[src/rtl/mem_port_arbiter_pkg.sv]
// -----------------------------------------------------------------------------
// mem_port_arbiter_pkg
// Shared types for the unified-memory port arbiter: FSM state encoding,
// transaction owner encoding and default bus widths.
// -----------------------------------------------------------------------------
package mem_port_arbiter_pkg;

    localparam int DEF_ADDR_WIDTH   = 32;
    localparam int DEF_DATA_WIDTH   = 32;
    localparam int DEF_MAX_D_STREAK = 4;

    // Arbiter FSM states, 2-bit encoding.
    typedef enum logic [1:0] {
        ST_IDLE  = 2'd0,
        ST_ISSUE = 2'd1,
        ST_WAIT  = 2'd2
    } arb_state_e;

    // Which requester owns the transaction currently in flight.
    typedef enum logic {
        OWNER_IF = 1'b0,
        OWNER_D  = 1'b1
    } arb_owner_e;

endpackage : mem_port_arbiter_pkg

[src/rtl/mem_port_arbiter_if.sv]
// -----------------------------------------------------------------------------
// mem_port_arbiter_if
// Bundles the fetch requester, data requester and single memory port signals.
//   master : the arbiter's view (takes requests, drives the memory port)
//   slave  : the environment's view (requesters and memory)
// Fetch  : if_req/if_addr in, if_gnt/if_rvalid/if_rdata out
// Data   : d_req/d_we/d_addr/d_wdata in, d_gnt/d_rvalid/d_rdata out
// Memory : mem_req/mem_we/mem_addr/mem_wdata out, mem_ready/mem_rvalid/mem_rdata in
// -----------------------------------------------------------------------------
interface mem_port_arbiter_if #(
    parameter int ADDR_WIDTH = 32,
    parameter int DATA_WIDTH = 32
);
    logic                  if_req;
    logic [ADDR_WIDTH-1:0] if_addr;
    logic                  if_gnt;
    logic                  if_rvalid;
    logic [DATA_WIDTH-1:0] if_rdata;

    logic                  d_req;
    logic                  d_we;
    logic [ADDR_WIDTH-1:0] d_addr;
    logic [DATA_WIDTH-1:0] d_wdata;
    logic                  d_gnt;
    logic                  d_rvalid;
    logic [DATA_WIDTH-1:0] d_rdata;

    logic                  mem_req;
    logic                  mem_we;
    logic [ADDR_WIDTH-1:0] mem_addr;
    logic [DATA_WIDTH-1:0] mem_wdata;
    logic                  mem_ready;
    logic                  mem_rvalid;
    logic [DATA_WIDTH-1:0] mem_rdata;

    modport master (
        input  if_req, if_addr,
        output if_gnt, if_rvalid, if_rdata,
        input  d_req, d_we, d_addr, d_wdata,
        output d_gnt, d_rvalid, d_rdata,
        output mem_req, mem_we, mem_addr, mem_wdata,
        input  mem_ready, mem_rvalid, mem_rdata
    );

    modport slave (
        output if_req, if_addr,
        input  if_gnt, if_rvalid, if_rdata,
        output d_req, d_we, d_addr, d_wdata,
        input  d_gnt, d_rvalid, d_rdata,
        input  mem_req, mem_we, mem_addr, mem_wdata,
        output mem_ready, mem_rvalid, mem_rdata
    );

endinterface : mem_port_arbiter_if

[src/rtl/mem_port_arbiter_arb_pick.sv]
// -----------------------------------------------------------------------------
// mem_port_arbiter_arb_pick
// Combinational arbitration: data wins unless fetch is waiting and data has
// already taken MAX_D_STREAK grants in a row.
//   if_req_i, d_req_i : pending requests
//   d_streak_i        : consecutive data grants taken while fetch waited
//   pick_valid_o      : some requester is pending
//   pick_owner_o      : winner
//   next_streak_o     : streak value to store if this pick is taken
// -----------------------------------------------------------------------------
module mem_port_arbiter_arb_pick
    import mem_port_arbiter_pkg::*;
#(
    parameter int MAX_D_STREAK = 4,
    parameter int SW           = $clog2(MAX_D_STREAK + 1)
) (
    input  logic          if_req_i,
    input  logic          d_req_i,
    input  logic [SW-1:0] d_streak_i,
    output logic          pick_valid_o,
    output arb_owner_e    pick_owner_o,
    output logic [SW-1:0] next_streak_o
);

    localparam logic [SW-1:0] MAX_S = SW'(MAX_D_STREAK);

    logic pick_d;

    assign pick_d       = d_req_i && (!if_req_i || (d_streak_i < MAX_S));
    assign pick_valid_o = if_req_i || d_req_i;
    assign pick_owner_o = pick_d ? OWNER_D : OWNER_IF;

    // The streak only grows while fetch is actually being held off; any
    // fetch win or uncontested data win clears it.
    always_comb begin
        next_streak_o = '0;
        if (pick_d && if_req_i) begin
            next_streak_o = (d_streak_i >= MAX_S) ? MAX_S : d_streak_i + 1'b1;
        end
    end

endmodule : mem_port_arbiter_arb_pick

[src/rtl/mem_port_arbiter.sv]
// -----------------------------------------------------------------------------
// mem_port_arbiter
// Shares one single-port memory between instruction fetch (read-only) and the
// MEM-stage data requester, one transaction at a time (IDLE -> ISSUE -> WAIT).
//   clk, rst : clock, asynchronous active-low reset
//   bus      : requester and memory signals (mem_port_arbiter_if.master)
//   busy_o   : FSM is not IDLE
//   err_o    : sticky, a memory response arrived outside WAIT
// -----------------------------------------------------------------------------
module mem_port_arbiter
    import mem_port_arbiter_pkg::*;
#(
    parameter int ADDR_WIDTH   = DEF_ADDR_WIDTH,
    parameter int DATA_WIDTH   = DEF_DATA_WIDTH,
    parameter int MAX_D_STREAK = DEF_MAX_D_STREAK
) (
    input  logic                clk,
    input  logic                rst,
    mem_port_arbiter_if.master  bus,
    output logic                busy_o,
    output logic                err_o
);

    localparam int SW = $clog2(MAX_D_STREAK + 1);

    arb_state_e            state_q,  state_d;
    arb_owner_e            owner_q,  owner_d;
    logic [ADDR_WIDTH-1:0] addr_q,   addr_d;
    logic                  we_q,     we_d;
    logic [DATA_WIDTH-1:0] wdata_q,  wdata_d;
    logic [SW-1:0]         streak_q, streak_d;
    logic                  err_q,    err_d;

    logic                  pick_valid;
    arb_owner_e            pick_owner;
    logic [SW-1:0]         next_streak;

    logic                  take_pick;
    logic                  mem_req;
    logic                  if_gnt, d_gnt, if_rvalid, d_rvalid;
    logic [DATA_WIDTH-1:0] if_rdata, d_rdata;

    mem_port_arbiter_arb_pick #(
        .MAX_D_STREAK (MAX_D_STREAK),
        .SW           (SW)
    ) u_arb_pick (
        .if_req_i      (bus.if_req),
        .d_req_i       (bus.d_req),
        .d_streak_i    (streak_q),
        .pick_valid_o  (pick_valid),
        .pick_owner_o  (pick_owner),
        .next_streak_o (next_streak)
    );

    always_comb begin
        // NOTE: every signal gets a default before the case so no path leaves
        // one unassigned, which would otherwise infer a latch.
        state_d   = state_q;
        owner_d   = owner_q;
        addr_d    = addr_q;
        we_d      = we_q;
        wdata_d   = wdata_q;
        streak_d  = streak_q;
        err_d     = err_q || (bus.mem_rvalid && (state_q != ST_WAIT));
        take_pick = 1'b0;
        mem_req   = 1'b0;
        if_gnt    = 1'b0;
        d_gnt     = 1'b0;
        if_rvalid = 1'b0;
        d_rvalid  = 1'b0;
        if_rdata  = '0;
        d_rdata   = '0;

        case (state_q)
            ST_IDLE: begin
                take_pick = pick_valid;
            end
            ST_ISSUE: begin
                mem_req = 1'b1;
                if (bus.mem_ready) begin
                    if_gnt  = (owner_q == OWNER_IF);
                    d_gnt   = (owner_q == OWNER_D);
                    state_d = ST_WAIT;
                end
            end
            ST_WAIT: begin
                if (bus.mem_rvalid) begin
                    if (owner_q == OWNER_D) begin
                        d_rvalid = 1'b1;
                        d_rdata  = bus.mem_rdata;
                    end else begin
                        if_rvalid = 1'b1;
                        if_rdata  = bus.mem_rdata;
                    end
                    // Re-arbitrate in the response cycle for back-to-back issue.
                    take_pick = pick_valid;
                    state_d   = ST_IDLE;
                end
            end
            default: state_d = ST_IDLE;
        endcase

        // Latch the winner's transaction; it is committed from here on.
        if (take_pick) begin
            state_d  = ST_ISSUE;
            owner_d  = pick_owner;
            streak_d = next_streak;
            if (pick_owner == OWNER_D) begin
                addr_d  = bus.d_addr;
                we_d    = bus.d_we;
                wdata_d = bus.d_wdata;
            end else begin
                addr_d  = bus.if_addr;
                we_d    = 1'b0;
                wdata_d = '0;
            end
        end
    end

    // NOTE: state uses non-blocking assignments so every register samples the
    // pre-edge values regardless of statement order.
    always_ff @(posedge clk or negedge rst) begin
        if (!rst) begin
            state_q  <= ST_IDLE;
            owner_q  <= OWNER_IF;
            addr_q   <= '0;
            we_q     <= 1'b0;
            wdata_q  <= '0;
            streak_q <= '0;
            err_q    <= 1'b0;
        end else begin
            state_q  <= state_d;
            owner_q  <= owner_d;
            addr_q   <= addr_d;
            we_q     <= we_d;
            wdata_q  <= wdata_d;
            streak_q <= streak_d;
            err_q    <= err_d;
        end
    end

    assign bus.mem_req   = mem_req;
    assign bus.mem_we    = we_q && (state_q == ST_ISSUE);
    assign bus.mem_addr  = addr_q;
    assign bus.mem_wdata = wdata_q;
    assign bus.if_gnt    = if_gnt;
    assign bus.d_gnt     = d_gnt;
    assign bus.if_rvalid = if_rvalid;
    assign bus.d_rvalid  = d_rvalid;
    assign bus.if_rdata  = if_rdata;
    assign bus.d_rdata   = d_rdata;

    assign busy_o = (state_q != ST_IDLE);
    assign err_o  = err_q;

endmodule : mem_port_arbiter

[src/flat_wrapper.sv]
// flat-port wrapper written by rule: the top's interface ports become plain ports
module mem_port_arbiter_flat import mem_port_arbiter_pkg::*;
#(
    parameter int ADDR_WIDTH   = DEF_ADDR_WIDTH,
    parameter int DATA_WIDTH   = DEF_DATA_WIDTH,
    parameter int MAX_D_STREAK = DEF_MAX_D_STREAK
)
  (clk, rst, busy_o, err_o, bus_if_req, bus_if_addr, bus_if_gnt, bus_if_rvalid, bus_if_rdata, bus_d_req, bus_d_we, bus_d_addr, bus_d_wdata, bus_d_gnt, bus_d_rvalid, bus_d_rdata, bus_mem_req, bus_mem_we, bus_mem_addr, bus_mem_wdata, bus_mem_ready, bus_mem_rvalid, bus_mem_rdata);
  mem_port_arbiter_if #(.ADDR_WIDTH(ADDR_WIDTH), .DATA_WIDTH(DATA_WIDTH)) bus_i ();
  input  logic clk;
  input  logic rst;
  output logic busy_o;
  output logic err_o;
  input wire logic [$bits(bus_i.if_req)-1:0] bus_if_req;
  input wire logic [$bits(bus_i.if_addr)-1:0] bus_if_addr;
  output wire logic [$bits(bus_i.if_gnt)-1:0] bus_if_gnt;
  output wire logic [$bits(bus_i.if_rvalid)-1:0] bus_if_rvalid;
  output wire logic [$bits(bus_i.if_rdata)-1:0] bus_if_rdata;
  input wire logic [$bits(bus_i.d_req)-1:0] bus_d_req;
  input wire logic [$bits(bus_i.d_we)-1:0] bus_d_we;
  input wire logic [$bits(bus_i.d_addr)-1:0] bus_d_addr;
  input wire logic [$bits(bus_i.d_wdata)-1:0] bus_d_wdata;
  output wire logic [$bits(bus_i.d_gnt)-1:0] bus_d_gnt;
  output wire logic [$bits(bus_i.d_rvalid)-1:0] bus_d_rvalid;
  output wire logic [$bits(bus_i.d_rdata)-1:0] bus_d_rdata;
  output wire logic [$bits(bus_i.mem_req)-1:0] bus_mem_req;
  output wire logic [$bits(bus_i.mem_we)-1:0] bus_mem_we;
  output wire logic [$bits(bus_i.mem_addr)-1:0] bus_mem_addr;
  output wire logic [$bits(bus_i.mem_wdata)-1:0] bus_mem_wdata;
  input wire logic [$bits(bus_i.mem_ready)-1:0] bus_mem_ready;
  input wire logic [$bits(bus_i.mem_rvalid)-1:0] bus_mem_rvalid;
  input wire logic [$bits(bus_i.mem_rdata)-1:0] bus_mem_rdata;
  assign bus_i.if_req = bus_if_req;
  assign bus_i.if_addr = bus_if_addr;
  assign bus_if_gnt = bus_i.if_gnt;
  assign bus_if_rvalid = bus_i.if_rvalid;
  assign bus_if_rdata = bus_i.if_rdata;
  assign bus_i.d_req = bus_d_req;
  assign bus_i.d_we = bus_d_we;
  assign bus_i.d_addr = bus_d_addr;
  assign bus_i.d_wdata = bus_d_wdata;
  assign bus_d_gnt = bus_i.d_gnt;
  assign bus_d_rvalid = bus_i.d_rvalid;
  assign bus_d_rdata = bus_i.d_rdata;
  assign bus_mem_req = bus_i.mem_req;
  assign bus_mem_we = bus_i.mem_we;
  assign bus_mem_addr = bus_i.mem_addr;
  assign bus_mem_wdata = bus_i.mem_wdata;
  assign bus_i.mem_ready = bus_mem_ready;
  assign bus_i.mem_rvalid = bus_mem_rvalid;
  assign bus_i.mem_rdata = bus_mem_rdata;
  mem_port_arbiter #(.ADDR_WIDTH(ADDR_WIDTH), .DATA_WIDTH(DATA_WIDTH), .MAX_D_STREAK(MAX_D_STREAK)) u_core (.clk(clk), .rst(rst), .bus(bus_i), .busy_o(busy_o), .err_o(err_o));
endmodule
[config.mk]
export PLATFORM = sky130hd
export DESIGN_NAME = mem_port_arbiter_flat
export DESIGN_NICKNAME = d
export VERILOG_FILES = /design/src/rtl/mem_port_arbiter_pkg.sv /design/src/rtl/mem_port_arbiter_if.sv /design/src/rtl/mem_port_arbiter_arb_pick.sv /design/src/rtl/mem_port_arbiter.sv /design/src/flat_wrapper.sv
export SDC_FILE = /design/constraint.sdc
export NUM_CORES = 1
export LEC_CHECK = 0
export ABC_AREA = 1
export CORE_UTILIZATION = 37
export DETAILED_ROUTE_END_ITERATION = 10
export PLACE_DENSITY_LB_ADDON = 0.1
export SLEW_MARGIN = 0
export SYNTH_ARGS = -nofsm -noshare
export SYNTH_HDL_FRONTEND = slang
export SYNTH_HIERARCHICAL = 1
export SYNTH_SLANG_ARGS = --single-unit
[constraint.sdc]
create_clock -name clk -period 1.35 [get_ports clk]
set_input_delay 0.2025 -clock clk [delete_from_list [all_inputs] [get_ports clk]]
set_output_delay 0.2025 -clock clk [all_outputs]
set_load 0.1 [all_outputs]
==> impl_results.md, run 1 <==
* Worst Hold Class: primary input to async pin
* Antenna-violating nets left at 0
* Dpl cells at 986
* Core footprint at 10,840 um^2
* Ant diodes at 0
* Die width at 107.3 um
* Vias at 4,782
* Area grow syn2layout at 126.4%
* Vias per cell at 4.744
* Crit path cell chain: nor2_4, nand3_4, buf_12, nor2_4, buf_12
* Router iterations before antenna repair at 5
* Post-layout minimum cycle time at 1.851 ns
* Worst slew pin tran at 0.4893 ns
* Num CTS Buffers at 9
* CP max FO at 15
* Initial Utilization at 37.85%
* CTS sink count at 72
* # DRC at 0
* Antenna violations before repair at 0
* DRT Wirelength at 16,140 um
* Post-DP HPWL at 12,380 um
* GRT Overall Usage at 29.24%
* Share of layout cells above drive strength 1 at 31.57%
* Max Fclk at 540.2 MHz
* Setup crit end kind: output pin
* Io pins at 271
* CP Data Arrival Time at 1.65 ns
* Vias in the first global route at 4,947
* Clk buf depth at 2
* Finish-stage setup viols at 102
* Synth Net Count at 717
* Initial drt markers at 279
* Syn Area/Cell at 7.074 um^2
* Total power at 23.23 mW
* Post-synthesis cell type count at 20
* Clock tree from TritonCTS: built
* Root Buffer: clkbuf_8
* Hold slack at 0.4096 ns
* Synth Warn # at 6
* Fillers at 571
* Crit Path Category: flip-flop to output pin
* CTS clk-pin slew, worst paths at 0.08 ns
* Slowest-stage cell, CP: dfrtp_1
* Largest net degree at the start of global routing at 73
* RSZ-0062 raised after global routing: yes
* Startpoint Class: flip-flop
* Die height at 107.3 um
* Cells after Synth at 580
* VDD IR max at 2.239 mV
* Wirelength per Cell at 16.01 um
* Final worst setup slack at -0.5010 ns
* Outcome: finished with violations
* CP startpoint: u_core/state_q[0]$_DFFE_PN0P_
* Failing checks: setup timing
* Synthesized area at 4103 um^2
* Row cnt at 38
* Critical path data required time at 1.15 ns
* Die area at 11,510 um^2
* Area after DPL at 8977 um^2
* Crit path largest cell delay at 0.42 ns
* Worst slew margin at 67.26%
* PwrDens at 2501 nW/um^2
* Hold Vio Cnt, Final at 0
* Clk_skew at 0.02234 ns
* Placer Congestion at 0.8617
* Port Buffer Count at 270
* H-tree Lvls at 3
* Reg-to-Reg Start: u_core/state_q[1]$_DFFE_PN0P_
* Final Max Slew Viols at 0
* Final Net Count at 1,000
* Setup WS pre-CTS at -0.4608 ns
* Global route overflow at 0
* Clock latency on the worst-skew pair at 0.35 ns
* Non-filler cells, final at 1,008
* Final worst-path cycle share at 137.1%
* First-pass GRT wire length at 25,920 um
* Sequential area share after synthesis at 43.92%
* Lkg Pwr at 4.343 nW
* #FFs+latches synth at 72
* Max-Cap Viols at 0
* Finished layout cell area at 9288 um^2
[where the power goes]
part	switching [mW]	total, mW	leakage [nW]	internal, mW
clock network	0.864	1.92	0.107	1.05
logic	11.2	17.0	3.32	5.86
registers	1.12	4.28	0.915	3.16
[layout by cell type (no fill, tap or decap), types with 2 or more instances in the layout]
master and n:
buf_12 149, inv_6 2, bufinv_16 2, o21ai_0 33
nand2_1 239, inv_2 5, dfrtp_1 71, nand3b_1 33
inv_1 69, nand3_4 2, clkdlybuf4s50_1 133, nor2_4 72
buf_4 21, nor2_1 5, clkbuf_8 9, ha_1 2
clkinvlp_4 3, nand2_2 2, nand3_1 4
[through the flow]
step / util (%) / TNS (ns)
2_1_floorplan: - / -22.98
6_report: 85.68 / -33.21
4_1_cts: 85.64 / -33.18
5_1_grt: 85.68 / -40.50
3_5_place_dp: 82.81 / -47.37
3_3_place_gp: 82.81 / -41.30
[repair_timing]
action / CTS / global route
buffers inserted: 4 / 0
pin swaps: 5 / 0
hold buffers: 1 / 0
resized for setup: 4 / 2
gates cloned: 1 / 0
endpoints found under the hold margin: 72 / 0
endpoints found under the setup margin: 103 / 104
[critical path, delay by kind of cell, from the launching register on]
kind,cells,cell delay [ns]
simple gates,3,0.49
flops,1,0.42
buf+inv,2,0.41
[synthesized netlist by cell type, drive strengths merged]
master,n,area (um^2)
clkbuf,3,11.26
nand2,242,913.4
buf,32,266.5
nand3b,33,247.7
o21ai,34,170.2
or2,1,6.260
a21boi,1,7.510
nand3,7,50.05
ha,2,25.02
dfrtp,72,1802
inv,76,285.3
o21bai,1,7.510
nor2,76,310.3
[area by class of cell]
class | instances | area [um^2] | share of cell area (%)
multi-input cells | 398 | 2291 | 24.67
clock inverters | 6 | 90.09 | 0.9700
clock buffers | 10 | 127.6 | 1.374
repair buffers | 306 | 4508 | 48.54
flip-flops and latches | 72 | 1803 | 19.41
inverters | 76 | 292.8 | 3.152
well taps | 140 | 175.2 | 1.886
[registers in the layout, indices dropped and copies added (netlist names)]
name,flops
u_core/bus.mem_addr,32
u_core/streak_q,3
u_core/we_q,1
u_core/bus.mem_wdata,32
u_core/err_o,1
u_core/state_q,2
u_core/owner_q,1
[metal layers]
metal | track usage, % | routed length (um) | part of all wire [%]
met4 | 10.76 | 440 | 2.7
met2 | 55.16 | 8871 | 55
met5 | 0 | 0 | 0
met1 | 30.65 | 5671 | 35
met3 | 8.111 | 1159 | 7.2
[cells by family (layout without fill, tap and decap cells)]
kind of cell,count (synthesis),count (layout),synth area share (%)
buffers and inverters,111,398,13.72
and+or+nand+nor,359,360,37.24
AOI/OAI and AO/OA,36,36,4.514
adders and majority gates,2,2,0.6098
DFF,72,72,43.92
[final timing paths]
check,end,slack (ns),cells after the start
setup / recovery,bus_d_rdata[29],-0.50,5
hold / removal,u_core/bus.mem_wdata[18]$_DFFE_PN0P_,0.41,3
setup reg to reg,u_core/bus.mem_addr[5]$_DFFE_PN0P_,-0.08,7
hold reg to reg,u_core/we_q$_DFFE_PN0P_,0.49,2
max in group asynchronous,u_core/streak_q[2]$_DFFE_PN0P_,0.60,3
min in group clk,u_core/bus.mem_wdata[5]$_DFFE_PN0P_,0.47,4
Note: power is estimated with default switching activity, not from simulation.
==> inputs of run 2 (changes only) <==
CORE_UTILIZATION = 33   (was 37)
SLEW_MARGIN = not set   (was 0)
clock period = 1.6 ns   (was 1.35 ns; I/O delays follow)
==> impl_results.md, run 2 (synthesized netlist as in run 1, its figures left out) <==
* CTS clk-pin slew, worst paths at 0.06 ns (-0.02 ns)
* Slowest-stage cell, CP: dfrtp_1
* Worst Hold Class: primary input to async pin
* Antenna violations before repair at 0 (unchanged)
* Sequential Power Share at 18.4% (about the same)
* Root Buffer: clkbuf_16
* Num CTS Buffers at 9 (unchanged)
* Finished layout cell area at 9300 um^2 (+0.13%)
* Final Net Count at 992 (-0.80%)
* Commonest cells after routing, fill and taps aside: 238 x nand2_1, 147 x buf_12, 133 x clkdlybuf4s50_1
* Crit Path Category: flip-flop to output pin
* Worst reg2reg endpoint: u_core/bus.mem_addr[9]$_DFFE_PN0P_
* PwrDens at 2094 nW/um^2 (-16%)
* Ant diodes at 0 (unchanged)
* Global route overflow at 0 (unchanged)
* Area grow syn2layout at 126.7%
* Port Buffer Count at 270 (unchanged)
* Antenna-violating nets left at 0 (unchanged)
* Final worst-path cycle share at 115.0%
* R2R setup slack at 0.17 ns (+0.25 ns)
* Setup crit end kind: output pin
* Critical path's top delay family: simple AND/OR/NAND/NOR gates
* First-pass GRT wire length at 23,820 um (-8.1%)
* Clock tree from TritonCTS: built
* Critical path data required time at 1.36 ns (+0.21 ns)
* Area after DPL at 8927 um^2 (-0.56%)
* Outcome: finished with violations
* Die width at 113.5 um (+5.8%)
* Die height at 113.5 um (+5.8%)
* Clk buf depth at 2 (unchanged)
* CP max FO at 14 (-1)
* Clock share of power at 9.4% (+1.2 points)
* Lkg Pwr at 4.328 nW (-0.36%)
* RSZ-0062 raised after global routing: yes
* Share of layout cells above drive strength 1 at 30.85% (-0.72 points)
* Vias per cell at 4.458 (-6.0%)
* Final Max Slew Viols at 0 (unchanged)
* Reg2reg path depth at 7 (unchanged)
* Final worst setup slack at -0.2398 ns (+0.2612 ns)
* GRT Overall Usage at 23.68% (-5.6 points)
* Reg-to-Reg Start: u_core/state_q[0]$_DFFE_PN0P_
* CP Data Arrival Time at 1.60 ns (-0.05 ns)
* # DRC at 0 (unchanged)
* Die area at 12,880 um^2 (+12%)
* DRT Wirelength at 14,640 um (-9.3%)
* Failing checks: setup timing
* Finish-stage setup viols at 70 (-31%)
* Clk_skew at 0.008246 ns (-0.01410 ns)
* Largest net degree at the start of global routing at 52 (-29%)
* Placer Congestion at 0.8158 (-5.3%)
* Sw Share at 55.96% (-0.68 points)
* Hold Vio Cnt, Final at 0 (unchanged)
* Vias at 4,578 (-4.3%)
* Core footprint at 12,060 um^2 (+11%)
* Combinational Power Share at 72.2% (-1.1 points)
* Critical path buffers and inverters at 2 (unchanged)
* Max Fclk at 543.5 MHz
* Max-Cap Viols at 0 (unchanged)
* Initial drt markers at 242 (-13%)
* Worst slew pin tran at 0.3370 ns (-0.1523 ns)
* Row cnt at 40 (+5.3%)
* Post-layout minimum cycle time at 1.840 ns
* Most common cell after layout, fill and taps aside: nand2_1
* Wirelength per Cell at 14.25 um (-11%)
* VDD IR max at 1.801 mV (-20%)
* Initial Utilization at 34.01% (-3.8 points)
* Sw power at 10.90 mW (-17%)
* Int Pwr at 8.579 mW (-15%)
* Io pins at 271 (unchanged)
* Worst slew margin at 77.53% (+10 points)
* Startpoint Class: flip-flop
* Vias in the first global route at 4,512 (-8.8%)
* Post-DP HPWL at 11,820 um (-4.6%)
* Total power at 19.48 mW (-16%)
* Crit path largest cell delay at 0.42 ns (about the same)
* Crit path cell chain: nor2_4, nand3_4, buf_12, nor2_4, buf_12
* CTS sink count at 72 (unchanged)
* Clock latency on the worst-skew pair at 0.32 ns (-0.03 ns)
* Router iterations before antenna repair at 4 (-1)
* H-tree Lvls at 3 (unchanged)
==> run 2: metal layers <==
layer,GRT usage [%],up-vias,part of all wire (%)
met5,0,-,0
met4,8.246,0,2.1
met1,27.11,2094,38
met3,5.845,18,6.8
li1,-,2270,-
met2,42.80,196,53
==> run 2: worst register-to-register path: cells and delay by family, from the launching register on <==
kind,cells,cell delay (ns)
and+or+nand+nor,4,0.44
DFF,1,0.42
buffers and inverters,3,0.47
==> run 2: power groups by stage <==
stage	Combinational [mW]	Sequential (mW)	Clock [mW]
floorplan	3.28	8.76	0
global placement	13.8	3.56	0
detailed placement	14.0	3.62	0
CTS	14.1	3.59	1.87
global route	14.5	3.70	1.96
finish	14.1	3.59	1.82
==> run 2: layout make-up <==
class                           count  area [um^2]
Fill cell                         821         2761
Multi-Input combinational cell    397         2277
Tap cell                          168        210.2
Timing Repair Buffer              299         4438
Clock inverter                      4        31.28
Inverter                           76        297.8
Clock buffer                       11        242.7
Sequential cell                    72         1803
==> run 2: timing repair <==
item	CTS	global route
gates resized for setup	10	5
endpoints found under the hold margin	24	0
hold buffers	1	0
pin swaps	6	5
setup buffers	4	4
setup endpoints to repair	69	71
==> run 2: stage by stage <==
stage          setup TNS, ns  util (%)  hold WS (ns)  worst slack, ns  cells
6_report              -13.54     77.11        0.3714          -0.2398   1027
4_1_cts               -14.49     76.89        0.3646          -0.2473   1025
3_3_place_gp          -13.05     74.01        0.1646          -0.1697   1006
5_1_grt               -19.85     77.11        0.4121          -0.3328   1027
2_1_floorplan         -8.633         -      -0.05559          -0.3474    580
3_5_place_dp          -15.43     74.01        0.1725          -0.1957   1006
==> run 2: worst max-delay path by stage <==
| stage | start | endpoint | slack [ns] | depth (start not counted) |
|---|---|---|---|---|
| final | u_core/state_q[0]$_DFFE_PN0P_ | bus_d_rdata[22] | -0.24 | 5 |
| after global routing | u_core/state_q[1]$_DFFE_PN0P_ | bus_if_rdata[2] | -0.33 | 6 |
| after CTS | u_core/state_q[1]$_DFFE_PN0P_ | bus_if_rdata[28] | -0.25 | 6 |
| after detailed placement | bus_mem_rvalid | bus_d_rdata[2] | -0.20 | 5 |
| after global placement | bus_mem_rvalid | bus_if_rdata[28] | -0.17 | 5 |
| after floorplan | u_core/state_q[0]$_DFFE_PN0P_ | bus_d_gnt | -0.35 | 4 |
